--- config.mk ---
export PLATFORM = sky130hd
export DESIGN_NAME = sram_bus_ctrl
export DESIGN_NICKNAME = d
export VERILOG_FILES = /design/src/rtl/sram_bus_ctrl.sv
export SDC_FILE = /design/constraint.sdc
export NUM_CORES = 1
export LEC_CHECK = 0
export CORE_ASPECT_RATIO = 0.5
export CORE_MARGIN = 3
export CORE_UTILIZATION = 25
export CTS_BUF_LIST = sky130_fd_sc_hd__clkbuf_8
export DETAILED_ROUTE_END_ITERATION = 10
export DONT_BUFFER_PORTS = 1
export PLACE_DENSITY = 0.39
export SYNTH_ARGS = -nofsm -noshare
export SYNTH_HDL_FRONTEND = slang
export SYNTH_SLANG_ARGS = --single-unit
--- constraint.sdc ---
create_clock -name clk -period 3.2 [get_ports clk]
set_clock_uncertainty 0.05 [all_clocks]
set_input_delay 0.64 -clock clk [delete_from_list [all_inputs] [get_ports clk]]
set_output_delay 0.64 -clock clk [all_outputs]
set_load 0.01 [all_outputs]
--- src/rtl/sram_bus_ctrl.sv ---
// sram_bus_ctrl: bridges a 68000-style 16-bit CPU bus to a 32-bit async SRAM
// built from two 16-bit chips. The FSM runs IDLE -> SETUP -> STROBE -> HOLD -> ACK.
// Ports: clk, reset (async, active high); CPU side: bus_addr, bus_data_in,
// bus_data_out, bus_as_n, bus_uds_n, bus_lds_n, bus_rw, bus_sel, bus_dtack_n.
// SRAM side: ram_addr, ram_data_read, ram_data_write, ram_data_is_output,
// ram_ce_n, ram_ub_n, ram_lb_n, ram_we_n, ram_oe_n. Index [0] is chip 0
// (data[15:0]) and index [1] is chip 1 (data[31:16]).
// Param WAIT_CYCLES (1..15) sets the strobe width in clk cycles.
// Optional macro SRAM_WRITE_POSTED_EN: a write is acknowledged as soon as it is
// latched, and the SRAM cycle then finishes in the background.
module sram_bus_ctrl #(
  parameter int WAIT_CYCLES = 1
) (
  input  logic        clk,
  input  logic        reset,
  input  logic [18:0] bus_addr,
  input  logic [15:0] bus_data_in,
  output logic [15:0] bus_data_out,
  input  logic        bus_as_n,
  input  logic        bus_uds_n,
  input  logic        bus_lds_n,
  input  logic        bus_rw,
  input  logic        bus_sel,
  output logic        bus_dtack_n,
  output logic [17:0] ram_addr,
  input  logic [31:0] ram_data_read,
  output logic [31:0] ram_data_write,
  output logic        ram_data_is_output,
  output logic [1:0]  ram_ce_n,
  output logic [1:0]  ram_ub_n,
  output logic [1:0]  ram_lb_n,
  output logic [1:0]  ram_we_n,
  output logic [1:0]  ram_oe_n
);

`ifdef SRAM_WRITE_POSTED_EN
  localparam bit POSTED = 1'b1;
`else
  localparam bit POSTED = 1'b0;
`endif

  typedef enum logic [2:0] {
    S_IDLE,
    S_SETUP,
    S_STROBE,
    S_HOLD,
    S_ACK
  } state_e;

  state_e      state_q, state_d;
  logic [3:0]  cnt_q, cnt_d;

  logic [18:0] addr_q, addr_d;
  logic [15:0] wdat_q, wdat_d;
  logic        rw_q, rw_d;
  logic        uds_n_q, uds_n_d;
  logic        lds_n_q, lds_n_d;

  logic [17:0] ram_addr_q, ram_addr_d;
  logic [31:0] ram_data_write_q, ram_data_write_d;
  logic        dio_q, dio_d;
  logic [1:0]  ce_n_q, ce_n_d;
  logic [1:0]  ub_n_q, ub_n_d;
  logic [1:0]  lb_n_q, lb_n_d;
  logic [1:0]  we_n_q, we_n_d;
  logic [1:0]  oe_n_q, oe_n_d;
  logic [15:0] dout_q, dout_d;
  logic        dtack_n_q, dtack_n_d;

  logic        accept;
  logic        busy_d;

  // A pending posted acknowledge (dtack still low) blocks re-accepting the
  // same, still-asserted CPU cycle.
  assign accept = (state_q == S_IDLE) && !bus_as_n && bus_sel &&
                  (!bus_uds_n || !bus_lds_n) && dtack_n_q;

  // State register.
  always_ff @(posedge clk or posedge reset) begin
    if (reset) begin
      state_q <= S_IDLE;
      cnt_q   <= '0;
    end else begin
      state_q <= state_d;
      cnt_q   <= cnt_d;
    end
  end

  // Next-state logic.
  always_comb begin
    state_d = state_q;
    cnt_d   = cnt_q;
    unique case (state_q)
      S_IDLE: begin
        if (accept) state_d = S_SETUP;
      end
      S_SETUP: begin
        state_d = S_STROBE;
        cnt_d   = 4'(WAIT_CYCLES);
      end
      S_STROBE: begin
        if (cnt_q <= 4'd1) state_d = S_HOLD;
        else cnt_d = cnt_q - 4'd1;
      end
      S_HOLD: begin
        state_d = (POSTED && !rw_q) ? S_IDLE : S_ACK;
      end
      S_ACK: begin
        if (bus_as_n) state_d = S_IDLE;
      end
      default: state_d = S_IDLE;
    endcase
  end

  // Output logic: the registered outputs are computed from the next state, so
  // each strobe changes on the edge that enters its phase.
  always_comb begin
    addr_d  = accept ? bus_addr    : addr_q;
    wdat_d  = accept ? bus_data_in : wdat_q;
    rw_d    = accept ? bus_rw      : rw_q;
    uds_n_d = accept ? bus_uds_n   : uds_n_q;
    lds_n_d = accept ? bus_lds_n   : lds_n_q;

    busy_d = (state_d == S_SETUP) || (state_d == S_STROBE) ||
             (state_d == S_HOLD);

    ram_addr_d       = ram_addr_q;
    ram_data_write_d = ram_data_write_q;
    dio_d            = 1'b0;
    ce_n_d           = 2'b11;
    ub_n_d           = 2'b11;
    lb_n_d           = 2'b11;
    we_n_d           = 2'b11;
    oe_n_d           = 2'b11;

    if (busy_d) begin
      ram_addr_d       = addr_d[18:1];
      ram_data_write_d = {wdat_d, wdat_d};
      dio_d            = !rw_d;
      ce_n_d = addr_d[0] ? 2'b01 : 2'b10;
      ub_n_d = addr_d[0] ? {uds_n_d, 1'b1} : {1'b1, uds_n_d};
      lb_n_d = addr_d[0] ? {lds_n_d, 1'b1} : {1'b1, lds_n_d};
      if (rw_d) oe_n_d = ce_n_d;
      else if (state_d == S_STROBE) we_n_d = ce_n_d;
    end

    // Read data is captured on the edge that leaves HOLD.
    dout_d = dout_q;
    if (state_q == S_HOLD && rw_q)
      dout_d = addr_q[0] ? ram_data_read[31:16] : ram_data_read[15:0];

    dtack_n_d = dtack_n_q;
    if (bus_as_n) dtack_n_d = 1'b1;
    if (state_q == S_ACK && !bus_as_n) dtack_n_d = 1'b0;
    if (POSTED && accept && !bus_rw) dtack_n_d = 1'b0;
  end

  always_ff @(posedge clk or posedge reset) begin
    if (reset) begin
      addr_q           <= '0;
      wdat_q           <= '0;
      rw_q             <= 1'b1;
      uds_n_q          <= 1'b1;
      lds_n_q          <= 1'b1;
      ram_addr_q       <= '0;
      ram_data_write_q <= '0;
      dio_q            <= 1'b0;
      ce_n_q           <= 2'b11;
      ub_n_q           <= 2'b11;
      lb_n_q           <= 2'b11;
      we_n_q           <= 2'b11;
      oe_n_q           <= 2'b11;
      dout_q           <= '0;
      dtack_n_q        <= 1'b1;
    end else begin
      addr_q           <= addr_d;
      wdat_q           <= wdat_d;
      rw_q             <= rw_d;
      uds_n_q          <= uds_n_d;
      lds_n_q          <= lds_n_d;
      ram_addr_q       <= ram_addr_d;
      ram_data_write_q <= ram_data_write_d;
      dio_q            <= dio_d;
      ce_n_q           <= ce_n_d;
      ub_n_q           <= ub_n_d;
      lb_n_q           <= lb_n_d;
      we_n_q           <= we_n_d;
      oe_n_q           <= oe_n_d;
      dout_q           <= dout_d;
      dtack_n_q        <= dtack_n_d;
    end
  end

  assign bus_data_out       = dout_q;
  assign bus_dtack_n        = dtack_n_q;
  assign ram_addr           = ram_addr_q;
  assign ram_data_write     = ram_data_write_q;
  assign ram_data_is_output = dio_q;
  assign ram_ce_n           = ce_n_q;
  assign ram_ub_n           = ub_n_q;
  assign ram_lb_n           = lb_n_q;
  assign ram_we_n           = we_n_q;
  assign ram_oe_n           = oe_n_q;

endmodule

# == Word level (Yosys, flattened, before mapping) ==
# Index checks and enable logic that the tools add are counted.
# word_totals
regBits,123
# op_classes
add_sub_neg,1
n_lt_le_gt_ge,1
n_eq_ne,8
n_mux,26
reduce_logical,17
# op_table
operator,count
$mux W16,2
$mux W2,11
$mux W19,1
$pmux W3 S5,1
$eq A3 B2 Y1 const B,4
$mux W3,3
$pmux W4 S2,1
$eq A3 B1 Y1 const B,2
$logic_and A1 B1 Y1,6
$mux W1,6
$le A4 B1 Y1 const B,1
$logic_not A1 Y1,4
$mux W4,1
$reduce_bool A2 Y1,2
$sub A4 B1 Y4 const B,1
$eq A3 B3 Y1 const B,1
$logic_not A3 Y1,1
$logic_or A1 B1 Y1,3
$ne A2 B2 Y1 const B,1
$reduce_and A2 Y1,1

# == Depth between registers and ports, before layout ==
# Gate-level depths: netlist of the first run.
# depth
word_depth,11
ltp_mapped,7
ltp_nobuf,6

# == Worst setup path after synthesis of the first run ==
# Ideal clock, no wire load.
# synth_path
path_type,input port to flip-flop
from,input bus_uds_n
to,"register ram_data_write_q[21], in the netlist ram_data_write[21]"
setup_time_ns,0.133
t_arrival_ns,1.526
path_slack_ns,1.491
stages,5
path_cell_list,a211oi_2 and4_1 buf_4 clkbuf_1 o21ai_0
# synth_via
elab_chain_len,9
elab_cells_between_ends,12
# synth_rtl
item,line,text
start: declaration,20,"input logic bus_uds_n,"
$logic_not A1 Y1 *,76,(!bus_uds_n || !bus_lds_n) && dtack_n_q;
$logic_or A1 B1 Y1 *,76,
$logic_and A1 B1 Y1 *,75,assign accept = (state_q == S_IDLE) && !bus_as_n && bus_sel &&
$logic_and A1 B1 Y1 *,76,
$mux W3,95,if (accept) state_d = S_SETUP;
$pmux W3 S5,93,unique case (state_q)
$eq A3 B1 Y1 or $eq A3 B2 Y1 (tied branches),124,busy_d = (state_d == S_SETUP) || (state_d == S_STROBE) ||
$logic_or A1 B1 Y1 (2 in a row),124,
end signal: assignment,182,ram_data_write_q <= ram_data_write_d;
end: declaration,60,"logic [31:0] ram_data_write_q, ram_data_write_d;"
# Mark *: on every way between the ends. The rest lies on a longest branch, timed or not.
# A chain may end at the register's enable or synchronous reset.

# == Final worst setup path of the first run ==
# layout_path
from,register state_q[0]
to,"register ram_addr_q[11], in the netlist ram_addr[11]"
# layout_via
elab_chain_len,10
elab_cells_between_ends,19
# layout_rtl
item,line,text
start: declaration,50,"state_e state_q, state_d;"
start signal: assignment,84,state_q <= state_d;
$logic_not A3 Y1,"75, 93",
$logic_and A1 B1 Y1 (3 in a row),75,
$logic_and A1 B1 Y1,76,
$mux W3,95,
$pmux W3 S5,93,
$eq A3 B1 Y1 or $eq A3 B2 Y1 (tied branches),124,
$logic_or A1 B1 Y1 (2 in a row),124,
end signal: assignment,181,ram_addr_q <= ram_addr_d;
end: declaration,59,"logic [17:0] ram_addr_q, ram_addr_d;"
# Parallel ways exist; a longest one is shown, timed or not.

==> metrics.md, run 1 <==
| Metric | Value |
|---|---|
| Status | finished clean |
| Fin crit share | 62.4% |
| Yosys top cell area share | 51.0% |
| ANT nets after route | 0 |
| Layout Cells excl Fill | roughly 650 |
| CTS Buf Count | 9 |
| Root buffer cell | clkbuf_8 |
| Max_cap viols | 0 |
| Largest net degree at the start of global routing | 62 |
| Worst slew margin | 27.7% |
| Number of vias per cell | 4.36 |
| Die area | roughly 20000 um2 |
| Clock-pin slew on the worst setup and hold paths | about 110 ps |
| P per Cell Area | roughly 1100 nW/um2 |
| Vias | roughly 2800 |
| Post-Syn Area | approximately 4600 um2 |
| Sequential share of power | between 50% and 60% |
| Die Wd | between 150 and 200 um |
| CTS H-tree lvls | 3 |
| Top FF cell, synth | dfrtp_1 |
| Row cnt | 34 |
| Pre-CTS setup slack | between 1000 and 1500 ps |
| Die Ht | just over 100 um |
| Fin. max-slew vios | 0 |
| Cell variety after synth | 39 |
| Critical Path Start Type | register |
| Initial Utilization | around 26% |
| Clk pwr share | approximately 17% |
| Nets | a little under 500 |
| Post-synth EDFFs | 0 |
| Area growth, synth to finish | 7.22% |
| Maximum vdd drop | roughly 0.0003 V |
| Cell count after synthesis | about 440 |
| Final wirelength | roughly 11000 um |
| Crit Path Category | register to register |
| Seq/Total Area, Yosys | between 50% and 60% |
| Vias in the first global route | just under 3000 |
| Unrepaired setup endpoints after global routing | no |
| Final Hold Vio Count | 0 |
| WL/cell | 16.2 um |
| CP endpoint kind | register |
| Gr ovfl total | 0 |
| First-pass GRT wire length | around 17000 um |
| Ports | around 150 |
| Flops & latches, synth | 107 |
| CP peak stage delay | between 600 and 700 ps |
| Setup TNS | 0 ps |
| Endpoints failing setup | 0 |
| CP arrival | 2240 ps |
| Internal power | approximately 0.0031 W |
| Slowest CP cell | and4_2 |
| GPL Wtd Cong | 0.725 |
| Dpl cells | approximately 640 |
| Minimum clock period | about 2000 ps |
| Remaining routing DRC violations | 0 |
| Buffers & Inverters on Critical Path | 1 |
| Fillers | 1853 |
| Worst-case clock buffer depth | 2 |
| Worst-margin pin slew | roughly 1100 ps |
| Layout cells sized above 1 | between 10% and 20% |
| Tot GR Track Use | between 10% and 20% |
| Fmax | ~500 MHz |
| CTS resizes | 0 |
| Worst-Skew Late Latency | approximately 380 ps |
| Post-CTS setup buffer count | 0 |
| Initial antenna violation count | 0 |
| CP top delay family | simple AND/OR/NAND/NOR gates |
| Final WS setup | around 1200 ps |
| Worst Path Required | 3450 ps |
| Sw frac | between 30% and 40% |
| Yosys top cell by area | dfrtp_1 |
| Avg Inst Size Synth | ~10 um2 |
| Top cells by area, synth | dfrtp_1 51%, nand2_1 11%, mux2i_1 11% |
| Ys Warns | 0 |
| # diodes | 0 |
| Hold Slack | around 110 ps |
| CP Max Fanout | 45 |
| CTS tree | built |
| Leak pwr | ~2.3 nW |
| Worst min-delay path class | primary input to async pin |
| Power share of the combinational group | roughly 30% |
| Router iterations before antenna repair | 4 |
| Clk sinks | ~110 |
| Core Box Area | 17600 um2 |
| End-of-flow core utilization | approximately 28% |
| Crit-path cells | a211oi_2, and4_2, buf_12, nand2_1, o21ai_1 |
| Post-CTS Hold Buffers | 0 |
| Syn nets | ~510 |
| NetSw | about 0.0021 W |
| I/O Buffers | 0 |
| Async S/R FF share, synth | 100% |
| Iteration-0 DRC Markers | 92 |
| Hpwl dp | between 7000 and 8000 um |
[routing by layer]
layer,track usage [%],up-vias,routed length (um),share of wire (%)
met5,0,-,0,0
met4,3.39,0,172,1.6
met2,18.1,67,5110,48
met1,12.9,1375,4640,44
li1,-,1389,-,-
met3,4.32,13,615,5.8
[final timing paths]
path | start | to | slack (ps) | cells past startpoint
max in group asynchronous | reset | bus_dtack_n$_DFFE_PP1P_ | 2250 | 2
setup / recovery | state_q[0]$_DFF_PP0_ | ram_addr[11]$_DFFE_PP0P_ | 1200 | 5
setup reg to reg | state_q[0]$_DFF_PP0_ | ram_addr[11]$_DFFE_PP0P_ | 1200 | 5
hold / removal | reset | cnt_q[0]$_DFFE_PP0P_ | 110 | 1
hold reg to reg | addr_q[6]$_DFF_PP0_ | addr_q[6]$_DFF_PP0_ | 430 | 2
min in group clk | bus_addr[0] | ram_ce_n[1]$_DFF_PP1_ | 240 | 1
[power by group through the flow]
stage          Clock (W)  Sequential [W]  Combinational (W)
4_1_cts         0.000935         0.00279            0.00161
3_3_place_gp           0         0.00282            0.00158
6_report        0.000881         0.00276            0.00155
3_5_place_dp           0         0.00282            0.00161
5_1_grt         0.000985         0.00287            0.00182
2_1_floorplan          0         0.00251            0.00162
[per-stage QoR]
step / total power, W / cell area [um2]
global placement: 0.00440 / 4690
CTS: 0.00533 / 4890
finish: 0.00520 / 4890
detailed placement: 0.00443 / 4690
global route: 0.00567 / 4890
floorplan: 0.00413 / 4560
[kinds of logic after synthesis]
family	count (synthesis)	synth area share [%]
xor+xnor	2	0.384
mux	50	11.0
flops	107	59.1
fa+ha+maj	2	0.549
compound gates	69	8.48
simple gates	160	14.4
buf+inv	45	6.15
[layout make-up]
class                           count  area [um2]  share of cell area [%]
Clock buffer                       10         138                    2.82
Tap cell                          234         293                    5.99
Inverter                            5        23.8                   0.486
Multi-Input combinational cell    283        1590                    32.4
Clock inverter                      6        63.8                    1.31
Timing Repair Buffer                7        90.1                    1.84
Sequential cell                   107        2700                    55.1
[state kept, by name, indices dropped and copies added, names as in the netlist]
| name | cells |
|---|---|
| addr_q | 19 |
| ram_addr | 18 |
| bus_data_out | 16 |
| ram_data_write | 16 |
| wdat_q | 16 |
| cnt_q | 4 |
| state_q | 3 |
| ram_ce_n | 2 |
| ram_lb_n | 2 |
| ram_oe_n | 2 |
| ram_ub_n | 2 |
| ram_we_n | 2 |
| bus_dtack_n | 1 |
| lds_n_q | 1 |
| ram_data_is_output | 1 |
| rw_q | 1 |
| uds_n_q | 1 |
[cell usage after synthesis (2+ instances only)]
master,instances
nand2_1,135
ha_1,2
buf_6,4
a21oi_1,3
or3_1,3
o21ai_0,51
dfrtp_1,93
inv_1,4
nor3_1,2
buf_4,19
nand4b_1,2
o21ai_1,4
mux2i_1,50
clkbuf_1,9
nor3b_1,2
o32a_1,2
dfstp_2,14
buf_2,7
nor2_1,8
o22a_1,2
[cell usage in the layout (no fill, tap or decap), drive strengths merged, types with 2 or more instances in the layout]
| cell type | instances |
|---|---|
| ha | 2 |
| dfrtp | 93 |
| o32a | 2 |
| nand4b | 2 |
| o22a | 2 |
| clkinvlp | 2 |
| or3 | 3 |
| nor3b | 2 |
| o21ai | 55 |
| buf | 7 |
| nor2 | 8 |
| mux2i | 50 |
| a21oi | 3 |
| clkbuf | 10 |
| dfstp | 14 |
| clkinv | 2 |
| inv | 6 |
| nand2 | 136 |
| nor3 | 2 |
No activity file was read; power rests on OpenSTA's default activity.
==> run 2, diff against run 1 <==
==> constraint.sdc (replaced) <==
create_clock -name clk -period 1.76 [get_ports clk]
set_clock_uncertainty 0.05 [all_clocks]
set_input_delay 0.352 -clock clk [delete_from_list [all_inputs] [get_ports clk]]
set_output_delay 0.352 -clock clk [all_outputs]
set_load 0.01 [all_outputs]
==> metrics.md, run 2 (same netlist as run 1, synthesis figures left out) <==
| Metric | Value |
|---|---|
| Max_cap viols | 0 |
| NetSw | roughly 0.0038 W |
| Worst Path Required | 2000 ps |
| Worst-margin pin slew | 372 ps |
| Status | finished clean |
| Clk sinks | 107 |
| Met2 WL post-DR | 5150 um |
| CTS H-tree lvls | 3 |
| Fin crit share | 90.2% |
| CP arrival | ~1800 ps |
| Max reg flops | 19 |
| Die area | roughly 20000 um2 |
| Worst min-delay path class | primary input to register |
| Layout Cells excl Fill | 668 |
| Crit-path cells | inv_1, ha_1, nor2_1, or3_1, and3b_1, o21ai_1 |
| Largest net degree at the start of global routing | 65 |
| Hold Slack | 48.4 ps |
| CP endpoint kind | register |
| Clock-pin slew on the worst setup and hold paths | ~110 ps |
| Largest Register | addr_q |
| Die Wd | 197 um |
| Power share of the combinational group | 32.5% |
| Unrepaired setup endpoints after global routing | no |
| Commonest non-fill, non-tap cell in the layout | nand2_1 |
| Dpl cells | 646 |
| Worst-Skew Late Latency | 370 ps |
| ANT nets after route | 0 |
| Setup TNS | 0 ps |
| Fin. max-slew vios | 0 |
| Vias in the first global route | 2925 |
| Ports | between 150 and 200 |
| Vias | 2889 |
| Sequential share of power | between 50 and 60% |
| Iteration-0 DRC Markers | just under 80 |
| # diodes | 0 |
| Worst slew margin | around 75% |
| RR Startpoint | cnt_q[0]$_DFFE_PP0P_ |
| Internal power | between 0.005 and 0.006 W |
| WL/cell | ~16 um |
| I/O Buffers | 0 |
| Router iterations before antenna repair | 4 |
| Endpoints failing setup | 0 |
| Worst-case clock buffer depth | 2 |
| Worst Reg-to-Reg Cells | 6 |
| Die Ht | ~100 um |
| Gr ovfl total | 0 |
| Hold path startpoint | bus_addr[8] |
| Leak pwr | about 2.4 nW |
| DR top layer | met4 |
| M1 wire length | 4910 um |
| Maximum vdd drop | between 0.0005 and 0.0006 V |
| Clk pwr share | roughly 16% |
| Nets | just over 500 |
| Slowest CP cell | dfrtp_1 |
| FF-to-FF setup slack | 170 ps |
| Crit Path Category | register to register |
| CTS Buf Count | 9 |
| DR WL met3 | 572 um |
| Commonest non-fill, non-tap cells in the layout | 135 x nand2_1, 93 x dfrtp_1, 50 x mux2i_1, 50 x o21ai_0, 14 x dfstp_2 |
| End-of-flow core utilization | between 20 and 30% |
| Worst r2r dst | ram_we_n[0]$_DFF_PP1_ |
| Tot GR Track Use | around 11% |
| CTS tree | built |
| Fmax | 630 MHz |
| CP peak stage delay | roughly 430 ps |
| CP Max Fanout | 5 |
| Sw frac | 39.6% |
| First-pass GRT wire length | between 15000 and 20000 um |
| Minimum clock period | about 1600 ps |
| Root buffer cell | clkbuf_8 |
| Hold path cells | 2 |
| Hold Path Sink | addr_q[8]$_DFF_PP0_ |
| P per Cell Area | approximately 1900 nW/um2 |
| Layout cells sized above 1 | roughly an eighth |
| Remaining routing DRC violations | 0 |
| Initial Utilization | roughly 26% |
| GPL Wtd Cong | 0.658 |
| Area growth, synth to finish | 10.3% |
| Number of vias per cell | 4.32 |
| Final wirelength | 10700 um |
| Final Hold Vio Count | 0 |
| Core Box Area | about 18000 um2 |
| Critical Path Start Type | register |
| Initial antenna violation count | 0 |
| Row cnt | 34 |
| Hpwl dp | between 7000 and 8000 um |
## run 2: worst max path at each step
stage               cells after the start                      end                 start  slack [ps]
floorplan                               1      addr_q[0]$_DFF_PP0_                 reset          80
detailed placement                      6    ram_we_n[0]$_DFF_PP1_  cnt_q[0]$_DFFE_PP0P_         130
CTS                                     6    ram_we_n[0]$_DFF_PP1_  cnt_q[0]$_DFFE_PP0P_          90
global placement                        6    ram_we_n[0]$_DFF_PP1_  cnt_q[0]$_DFFE_PP0P_         120
finish                                  6    ram_we_n[0]$_DFF_PP1_  cnt_q[0]$_DFFE_PP0P_         170
global route                            5  ram_addr[9]$_DFFE_PP0P_  state_q[0]$_DFF_PP0_           3
## run 2: power groups by stage
stage / Sequential, W / Clock (W) / Combinational (W)
after floorplan: 0.00457 / 0 / 0.00294
after global placement: 0.00499 / 0 / 0.00307
after detailed placement: 0.00498 / 0 / 0.00315
after CTS: 0.00494 / 0.00165 / 0.00316
after global routing: 0.00506 / 0.00174 / 0.00359
final: 0.00490 / 0.00155 / 0.00310
## run 2: final cells by class
type,count,area (um2)
clock buffer,9,124
clock inverter,7,67.6
fill,1850,12600
inverter,5,23.8
multi-input combinational,283,1590
sequential,107,2700
tap,234,293
timing repair buffer,23,241
## run 2: critical path: cells and delay by family, from the launching register on
family | cells | cell delay (ps)
AOI/OAI and AO/OA | 1 | 160
adders and majority gates | 1 | 180
buffers and inverters | 1 | 70
DFF | 1 | 430
and+or+nand+nor | 3 | 620
## run 2: per-stage QoR
step	total power, W	instance area (um2)	setup WS (ps)
finish	0.00955	5030	173
global route	0.0104	5030	3.02
CTS	0.00975	5030	85.3
detailed placement	0.00813	4770	135
global placement	0.00805	4770	118
floorplan	0.00751	4560	81.9
## run 2: timing repair
action / CTS / global route
hold buffers: 6 / 0
setup buffers: 0 / 0
endpoints found under the setup margin: 0 / 4
resized for setup: 0 / 2
hold endpoints to repair: 102 / 0
## run 2: per-layer routing
metal | vias up | GRT usage (%)
met5 | - | 0
li1 | 1417 | -
met4 | 0 | 2.90
met2 | 63 | 18.0
met1 | 1399 | 14.2
met3 | 10 | 4.05
==> run 3, diff against run 2 <==
--- a/config.mk
+++ b/config.mk
@@ -6,7 +6,7 @@
 export NUM_CORES = 1
 export LEC_CHECK = 0
 export CORE_ASPECT_RATIO = 0.5
-export CORE_MARGIN = 3
+export CORE_MARGIN = 5
 export CORE_UTILIZATION = 25
 export CTS_BUF_LIST = sky130_fd_sc_hd__clkbuf_8
 export DETAILED_ROUTE_END_ITERATION = 10
@@ -15,3 +15,4 @@
 export SYNTH_ARGS = -nofsm -noshare
 export SYNTH_HDL_FRONTEND = slang
 export SYNTH_SLANG_ARGS = --single-unit
+export TNS_END_PERCENT = 1
==> metrics.md, run 3 (same netlist as run 1, synthesis figures left out) <==
| Metric | Value |
|---|---|
| Fin crit share | 89.4% |
| Fin. max-slew vios | 0 |
| Tot GR Track Use | between 10% and 20% |
| Area growth, synth to finish | 11.4% |
| Clk sinks | ~110 |
| NetSw | 0.00380 W |
| Max reg flops | 19 |
| Gr ovfl total | 0 |
| Max_cap viols | 0 |
| Vias in the first global route | around 2900 |
| First-pass GRT wire length | ~18000 um |
| CP endpoint kind | register |
| Layout cells sized above 1 | around 11% |
| Layout Cells excl Fill | approximately 670 |
| Hold Slack | approximately 43 ps |
| Minimum clock period | 1570 ps |
| ANT nets after route | 0 |
| Router iterations before antenna repair | 4 |
| Remaining routing DRC violations | 0 |
| Sw frac | 38.7% |
| CP peak stage delay | 420 ps |
| Die area | about 21000 um2 |
| Core Box Area | approximately 18000 um2 |
| Finished Cell Area | 5080 um2 |
| CTS tree | built |
| I/O Buffers | 0 |
| Dpl cells | 642 |
| Row cnt | 34 |
| Crit-path cells | xnor2_1, or2_2, buf_12, mux2i_1, o21ai_0 |
| Nets | slightly above 500 |
| Number of vias per cell | around 4.4 |
| Area after DPL | ~4800 um2 |
| Busiest grt layer | met2 |
| Worst-margin pin slew | 588 ps |
| Largest net degree at the start of global routing | around 110 |
| CP arrival | 1780 ps |
| Final wirelength | 11300 um |
| GR met2 Demand/Resource | ~17% |
| Hpwl dp | roughly 7300 um |
| Slowest CP cell | dfrtp_1 |
| M1 GR Usage | 14.0% |
| WL/cell | around 17 um |
| Critical Path Start Type | register |
| Initial antenna violation count | 1 |
| Clock-pin slew on the worst setup and hold paths | about 110 ps |
| CTS Buf Count | 9 |
| Sequential share of power | 50.1% |
| Largest Register | addr_q |
| Leak pwr | around 2.4 nW |
| Internal power | 0.00602 W |
| Commonest non-fill, non-tap cell in the layout | nand2_1 |
| Worst-case clock buffer depth | 2 |
| Clk pwr share | 17.8% |
| CTS H-tree lvls | 3 |
| Die Ht | about 110 um |
| Fmax | about 640 MHz |
| Worst-Skew Late Latency | around 370 ps |
| Die Wd | between 200 and 250 um |
| Root buffer cell | clkbuf_8 |
| Initial Utilization | roughly a quarter |
| Vias | roughly 2900 |
| Status | finished clean |
| Endpoints failing setup | 0 |
| Crit Path Category | register to register |
| Final Hold Vio Count | 0 |
| Worst slew margin | between 60 and 70% |
| Buffers & Inverters on Critical Path | 1 |
| Maximum vdd drop | 0.000821 V |
| P per Cell Area | ~1900 nW/um2 |
| CP top delay family | flip-flops |
| Unrepaired setup endpoints after global routing | no |
| Ports | roughly 150 |
| Commonest non-fill, non-tap cells in the layout | 135 x nand2_1, 93 x dfrtp_1, 50 x mux2i_1, 50 x o21ai_0, 14 x dfstp_2 |
| Worst min-delay path class | primary input to register |
| Worst Path Required | a little under 2000 ps |
| GR Layer Usage met3 | under 10% |
| GPL Wtd Cong | 0.692 |
| Power, Total | roughly 0.01 W |
| Setup TNS | 0 ps |
| Iteration-0 DRC Markers | 91 |
| Power share of the combinational group | 32.0% |
| # diodes | 0 |
| CP Max Fanout | 36 |
[run 3: cell count changes in the layout (fill, tap and decap cells not counted), moves of 2 or more]
cell           change
buf_12             +2
clkbuf_8           +2
dlygate4sd3_1      +2
buf_4              -5
[run 3: worst register-to-register path: stages, from the launching register on]
cell     delay (ps)
dfrtp_1         420
xnor2_1         200
or2_2           180
buf_12          280
mux2i_1         240
o21ai_0          90
[run 3: repair_timing]
action	CTS	global route
gates resized for setup	0	2
hold endpoints to repair	100	2
setup endpoints to repair	0	3
hold buffers	6	2
setup buffers	0	0
[run 3: metal layers]
| metal | routed length [um] | vias to the layer above |
|---|---|---|
| li1 | - | 1414 |
| met1 | 5150 | 1414 |
| met2 | 5280 | 71 |
| met3 | 689 | 9 |
| met4 | 113 | 2 |
| met5 | 19 | - |
[run 3: area by class of cell]
class                      count  area, um2
fill                        1854      12600
multi-input combinational    283       1590
clock buffer                  11        151
inverter                       5       23.8
timing repair buffer          21        253
tap                          234        293
clock inverter                 5       76.3
sequential                   107       2700
[run 3: path summary, 6_finish.rpt]
kind	startpoint	end	slack, ps	cells after the start
worst min-delay path	bus_data_in[2]	wdat_q[2]$_DFF_PP0_	40	2
worst min register to register	uds_n_q$_DFF_PP1_	uds_n_q$_DFF_PP1_	430	2
worst max-delay path	state_q[0]$_DFF_PP0_	ram_addr[13]$_DFFE_PP0P_	190	5
max in group asynchronous	reset	bus_data_out[2]$_DFFE_PP0P_	650	3
worst max register to register	state_q[0]$_DFF_PP0_	ram_addr[13]$_DFFE_PP0P_	190	5
min in group asynchronous	reset	ram_data_write[17]$_DFFE_PP0P_	570	3
[run 3: power groups by stage]
stage               logic (W)  clock network [W]  registers [W]
global placement      0.00315                  0        0.00503
CTS                   0.00321            0.00185        0.00498
finish                0.00315            0.00175        0.00492
detailed placement    0.00320                  0        0.00502
floorplan             0.00294                  0        0.00457
global route          0.00359            0.00194        0.00511
[run 3: per-stage QoR]
step	setup slack, ps	utilization (%)
floorplan	81.9	-
global placement	151	27.0
detailed placement	141	27.0
CTS	99.0	28.6
global route	8.28	28.8
finish	187	28.8
